`src/rtl/delay_sweep_ctrl.sv`:
```
// Per-element delay sweep sequencer for the beamforming delay calculator.
// Walks every element per focal point and keeps a readable delay table.
module delay_sweep_ctrl #(
  parameter int          NUM_ELEM   = 8,
  parameter int          ADDR_W     = 3,
  parameter logic [15:0] ELEM_X0    = 16'd0,
  parameter logic [15:0] ELEM_PITCH = 16'd4,
  parameter logic [15:0] ELEM_Z     = 16'd0,
  parameter int          TIMEOUT    = 64
) (
  input  logic              clk,
  input  logic              reset,
  input  logic              pt_valid,
  output logic              pt_ready,
  input  logic [15:0]       pt_x,
  input  logic [15:0]       pt_z,
  output logic              calc_start,
  output logic [15:0]       calc_x_i,
  output logic [15:0]       calc_x_f,
  output logic [15:0]       calc_z_i,
  output logic [15:0]       calc_z_f,
  input  logic [7:0]        calc_delay,
  input  logic              calc_done,
  input  logic [ADDR_W-1:0] rd_addr,
  output logic [7:0]        rd_delay,
  output logic [7:0]        rd_delay_rel,
  output logic [7:0]        min_delay,
  output logic              table_valid,
  output logic              frame_done,
  output logic              busy,
  output logic              timeout_err,
  output logic [ADDR_W-1:0] elem_idx
);

  typedef enum logic [2:0] {
    IDLE, ISSUE, WAIT, STORE, NEXT, FINISH
  } state_t;

  localparam int CNT_W = $clog2(TIMEOUT + 1);
  localparam logic [CNT_W-1:0] CNT_MAX =
    CNT_W'(TIMEOUT - 1);
  localparam logic [ADDR_W-1:0] LAST =
    ADDR_W'(NUM_ELEM - 1);
  localparam int DEPTH = 1 << ADDR_W;
  localparam logic [ADDR_W:0] NUM_E =
    (ADDR_W+1)'(NUM_ELEM);

  state_t           state;
  logic [CNT_W-1:0] wait_cnt;
  logic [7:0]       cap;
  logic             cap_to;
  logic [7:0]       run_min;
  logic             any_ok;
  logic [7:0]       tbl [DEPTH];

  always_ff @(posedge clk) begin
    if (reset) begin
      state       <= IDLE;
      wait_cnt    <= '0;
      cap         <= '0;
      cap_to      <= 1'b0;
      run_min     <= 8'hFF;
      any_ok      <= 1'b0;
      pt_ready    <= 1'b0;
      calc_start  <= 1'b0;
      calc_x_i    <= '0;
      calc_x_f    <= '0;
      calc_z_i    <= '0;
      calc_z_f    <= '0;
      min_delay   <= '0;
      table_valid <= 1'b0;
      frame_done  <= 1'b0;
      busy        <= 1'b0;
      timeout_err <= 1'b0;
      elem_idx    <= '0;
      for (int i = 0; i < DEPTH; i++)
        tbl[i] <= '0;
    end else begin
      calc_start <= 1'b0;
      frame_done <= 1'b0;
      unique case (state)
        IDLE: begin
          if (pt_valid && pt_ready) begin
            pt_ready    <= 1'b0;
            busy        <= 1'b1;
            calc_start  <= 1'b1;
            calc_x_f    <= pt_x;
            calc_z_f    <= pt_z;
            calc_x_i    <= ELEM_X0;
            calc_z_i    <= ELEM_Z;
            elem_idx    <= '0;
            run_min     <= 8'hFF;
            any_ok      <= 1'b0;
            timeout_err <= 1'b0;
            table_valid <= 1'b0;
            state       <= ISSUE;
          end else begin
            pt_ready <= 1'b1;
          end
        end
        ISSUE: begin
          wait_cnt <= '0;
          state    <= WAIT;
        end
        WAIT: begin
          // a done on the last allowed cycle still counts
          if (calc_done) begin
            cap    <= calc_delay;
            cap_to <= 1'b0;
            state  <= STORE;
          end else if (wait_cnt == CNT_MAX) begin
            cap         <= 8'hFF;
            cap_to      <= 1'b1;
            timeout_err <= 1'b1;
            state       <= STORE;
          end else begin
            wait_cnt <= wait_cnt + 1'b1;
          end
        end
        STORE: begin
          tbl[elem_idx] <= cap;
          if (!cap_to) begin
            any_ok <= 1'b1;
            if (cap < run_min)
              run_min <= cap;
          end
          state <= NEXT;
        end
        NEXT: begin
          if (elem_idx == LAST) begin
            state       <= FINISH;
            frame_done  <= 1'b1;
            table_valid <= 1'b1;
            min_delay   <= any_ok ? run_min : 8'h00;
          end else begin
            elem_idx   <= elem_idx + 1'b1;
            calc_x_i   <= calc_x_i + ELEM_PITCH;
            calc_start <= 1'b1;
            state      <= ISSUE;
          end
        end
        FINISH: begin
          busy     <= 1'b0;
          pt_ready <= 1'b1;
          state    <= IDLE;
        end
        default: state <= IDLE;
      endcase
    end
  end

  always_comb begin
    rd_delay     = '0;
    rd_delay_rel = '0;
    if ({1'b0, rd_addr} < NUM_E) begin
      rd_delay = tbl[rd_addr];
      if (rd_delay > min_delay)
        rd_delay_rel = rd_delay - min_delay;
    end
  end

endmodule

```
`config.mk`:
```
export PLATFORM = sky130hd
export DESIGN_NAME = delay_sweep_ctrl
export DESIGN_NICKNAME = d
export VERILOG_FILES = /design/src/rtl/delay_sweep_ctrl.sv
export SDC_FILE = /design/constraint.sdc
export NUM_CORES = 1
export LEC_CHECK = 0
export ABC_AREA = 1
export BUFFER_PORTS_ARGS = -buffer_cell sky130_fd_sc_hd__buf_4
export CAP_MARGIN = 30
export CORE_UTILIZATION = 55
export CTS_CLUSTER_SIZE = 24
export DETAILED_ROUTE_END_ITERATION = 7
export MAX_ROUTING_LAYER = met4
export PLACE_DENSITY = 0.8
export SLEW_MARGIN = 20
export SYNTH_ARGS = -nofsm -noshare
export SYNTH_HDL_FRONTEND = slang
export SYNTH_SLANG_ARGS = --single-unit
```
`constraint.sdc`:
```
create_clock -name clk -period 3.65 [get_ports clk]
set_input_delay 0.5475 -clock clk [delete_from_list [all_inputs] [get_ports clk]]
set_output_delay 0.5475 -clock clk [all_outputs]
set_load 0.02 [all_outputs]
```
==> out/metrics.csv <==
metric,value,unit
status,finished clean,
Pwr Density,578.2,nW/µm²
XOR/XNOR Fraction of Synth Area,0.8352,%
Post-Syn Instances,878,
combinational power share,23.6,%
distinct cell type count after synthesis,43,
Worst Setup SP,rd_addr[0],
GRT overflow,0,
Required @ worst endpoint,3.10,ns
Detailed Route Iter0 Violations,540,
area grow syn2layout,22.14,%
Final Cycle Share,91.83,%
largest net degree at the start of global routing,54,
CTS Root Cell,clkbuf_16,
highest-delay cell along the critical path,fa_1,
I/O Buffers,125,
share of power burned in registers,40.5,%
detailed placer's ending HPWL,12520,µm
multiplexer share of the synthesized area,0.1364,%
Post-synth top cells,"202 x nand2_1, 153 x nor2_1, 91 x dfxtp_1",
clk sinks,155,
Synth Area per Inst,8.361,µm²
Worst setup SP type,input port,
TritonCTS clock tree,built,
gr usage total,27.49,%
reg2reg end,calc_x_i[5]$_SDFFE_PP0P_,
die area,13810,µm²
drt via density,5.414,
initial antenna violation count,0,
TNS Setup,0,ns
CP max stage delay,0.40,ns
Final Hold Viols,0,
IO Pins,144,
Initial Util,57.24,%
Rows,41,
First-pass DRT Iterations,5,
Yosys reg bits,155,
"Primary FF master, synth",dfxtp_1,
Synth top area share,26.18,%
worst slew pin tran,0.6024,ns
"top cells by area, synth","edfxtp_1 26%, dfxtp_1 25%, nand2_1 10%",
clk_lat worst skew,0.42,ns
share of layout cells above drive strength 1,19.88,%
post-synthesis compound-gate area fraction,10.81,%
worst rel slew slack,59.84,%
Die H,117.5,µm
"Max FO, Critical Path",32,
largest area contributor in the netlist,edfxtp_1,
clk slew on worst S/H paths,0.07,ns
Post-synth ARST share,0,%
worst hold slack,0.3753,ns
RSZ-0062 raised after global routing,false,
peak supply drop,0.5047,mV
GPL Wtd Cong,0.9031,
Synth Area in Adders,3.682,%
Reg2Reg Depth,7,
DRC errors left,0,
min Tclk post-route,3.352,ns
clock buffer depth,2,
Post-CTS Setup Inserts,0,
first-pass GRT wire length,29240,µm
Routed WL,18180,µm
final setup skew,0.008282,ns
number of flops mapped to enable cells by yosys,64,
cell mode on critical path,nand2_1,
DR WL/cell,15.43,µm
Switch Pwr,1.653,mW
Nets,1061,
max-cap violations,0,
CP endpoint,rd_delay_rel[5],
reg2reg start,state[0]$_SDFFE_PP0P_,
post-route ant nets,0,
static leakage,3.889,nW
vias in the first global route,5903,
clock share of power,35.9,%
Vias,6378,
Post-Syn Area,7341,µm²
flop2flop setup slack,1.51,ns
n_diodes,0,
top-count cell post-synth,nand2_1,
cell internal pwr,3.531,mW
fin. max-slew vios,0,
H-tree levels,4,
Final Setup Violations,0,
Crit Path Class,input port to primary output,
CTS buffer count,17,
Worst EP arrival,2.80,ns
main combinational cell family by area after synthesis,simple AND/OR/NAND/NOR gates,
CP cell instances,buf_4 -> buf_6 -> mux2i_1 -> o22ai_1 -> inv_1 -> nand2_1 -> o21ai_0 -> ha_1 -> inv_1 -> fa_1 -> nand2_1 -> nand2_1 -> nand2_1 -> o211ai_1 -> nand2_2 -> nor2_1 -> buf_4,
switch share,31.89,%
HP Class,input port to flop,
core area,12820,µm²
multi-input logic area,3112,µm²
number of fill cells,997,
overall die width,117.5,µm
Simple-Gate Fraction of Synth Area,25.91,%
Reg area,3744,µm²
Max Fclk,298.3,MHz
"Seq/Total Area, Yosys",51.00,%
Yosys warnings,0,
Critical Path End Type,primary output,
[flip-flops by register name, indices dropped and copies added (netlist names), 3 cells and up]
signal and cells:
tbl 64, state 3, calc_x_i 14, elem_idx 3
calc_x_f 16, calc_z_f 16, min_delay 8, wait_cnt 7
cap 8, run_min 8
[metal layers]
metal | up-vias | track usage [%] | wire, µm
li1 | 3117 | - | -
met1 | 2912 | 35.23 | 7540
met2 | 302 | 41.94 | 8596
met3 | 47 | 6.298 | 1565
met4 | 0 | 11.70 | 478
met5 | - | - | 0
[critical path: cells and delay by family]
family / cells / cell delay, ns
adder cells (fa/ha/maj): 2 / 0.61
AO/OA/AOI/OAI: 3 / 0.27
AND/OR/NAND/NOR: 6 / 0.52
buffers and inverters: 5 / 0.64
multiplexers: 1 / 0.23
[cells by family (layout without fill, tap and decap cells)]
family | after synthesis | count (layout)
fa+ha+maj | 21 | 21
buf+inv | 123 | 234
compound gates | 133 | 133
xor+xnor | 7 | 7
flops | 155 | 155
simple gates | 437 | 437
mux | 1 | 1
other cells | 1 | 18
[worst min-delay path by stage]
stage                                  start  cells past startpoint                       end
floorplan                cap_to$_SDFFE_PP0P_                      2       cap_to$_SDFFE_PP0P_
global placement    table_valid$_SDFFE_PP0P_                      2  table_valid$_SDFFE_PP0P_
detailed placement  table_valid$_SDFFE_PP0P_                      2  table_valid$_SDFFE_PP0P_
CTS                                  pt_z[5]                      3  calc_z_f[5]$_SDFFE_PP0P_
global route                         pt_z[4]                      3  calc_z_f[4]$_SDFFE_PP0P_
finish                               pt_z[7]                      3  calc_z_f[7]$_SDFFE_PP0P_
[power groups by stage]
stage                     clock network, mW  logic [mW]  registers [mW]
after floorplan                           0       0.755            2.20
after global placement                    0        1.18            2.13
after detailed placement                  0        1.21            2.13
after CTS                              1.87        1.22            2.10
after global routing                   1.94        1.34            2.12
final                                  1.86        1.22            2.10
[placed cells by master (no fill, tap or decap), types with 3 or more instances in the layout]
cell type    n
ha_1        20
o21ai_0     33
buf_4      130
clkinv_1     9
nor3_1       4
a21oi_1     61
clkbuf_16   19
a21oi_2      4
nor3_2       3
xnor2_1      6
edfxtp_1    64
nand3_1     40
inv_1       52
nand4_1     12
dfxtp_1     91
conb_1      18
nor2_1     153
nand2_4     11
nand2_1    201
inv_2        8
clkbuf_8     3
a211oi_1     3
inv_6        3
o32ai_1     15
nand2_2      3
o221ai_1     8
inv_4        4
[layout make-up]
type / count / share of cell area, %
sequential: 155 / 41.75
multi-input combinational: 617 / 34.71
tap: 172 / 2.400
clock inverter: 10 / 1.326
inverter: 71 / 3.042
clock buffer: 22 / 5.763
timing repair buffer: 131 / 11.01
[metrics by stage]
stage | cell area [µm²] | power [mW] | setup slack [ns] | utilization [%] | instances
detailed placement | 8320 | 3.337 | 0.2188 | 64.88 | 1146
CTS | 8956 | 5.197 | 0.2129 | 69.83 | 1178
global route | 8966 | 5.404 | 0.07836 | 69.91 | 1178
global placement | 8320 | 3.311 | 0.3009 | 64.88 | 1146
finish | 8966 | 5.184 | 0.2982 | 69.91 | 1178
floorplan | 7405 | 2.953 | 0.3811 | - | 895
[repair_timing]
item                                   4_1_cts  5_1_grt
endpoints found under the hold margin        0        0
hold buffers                                 0        0
resized for setup                            0        3
setup endpoints to repair                    0        8
Note: power is estimated with default switching activity, not from simulation.
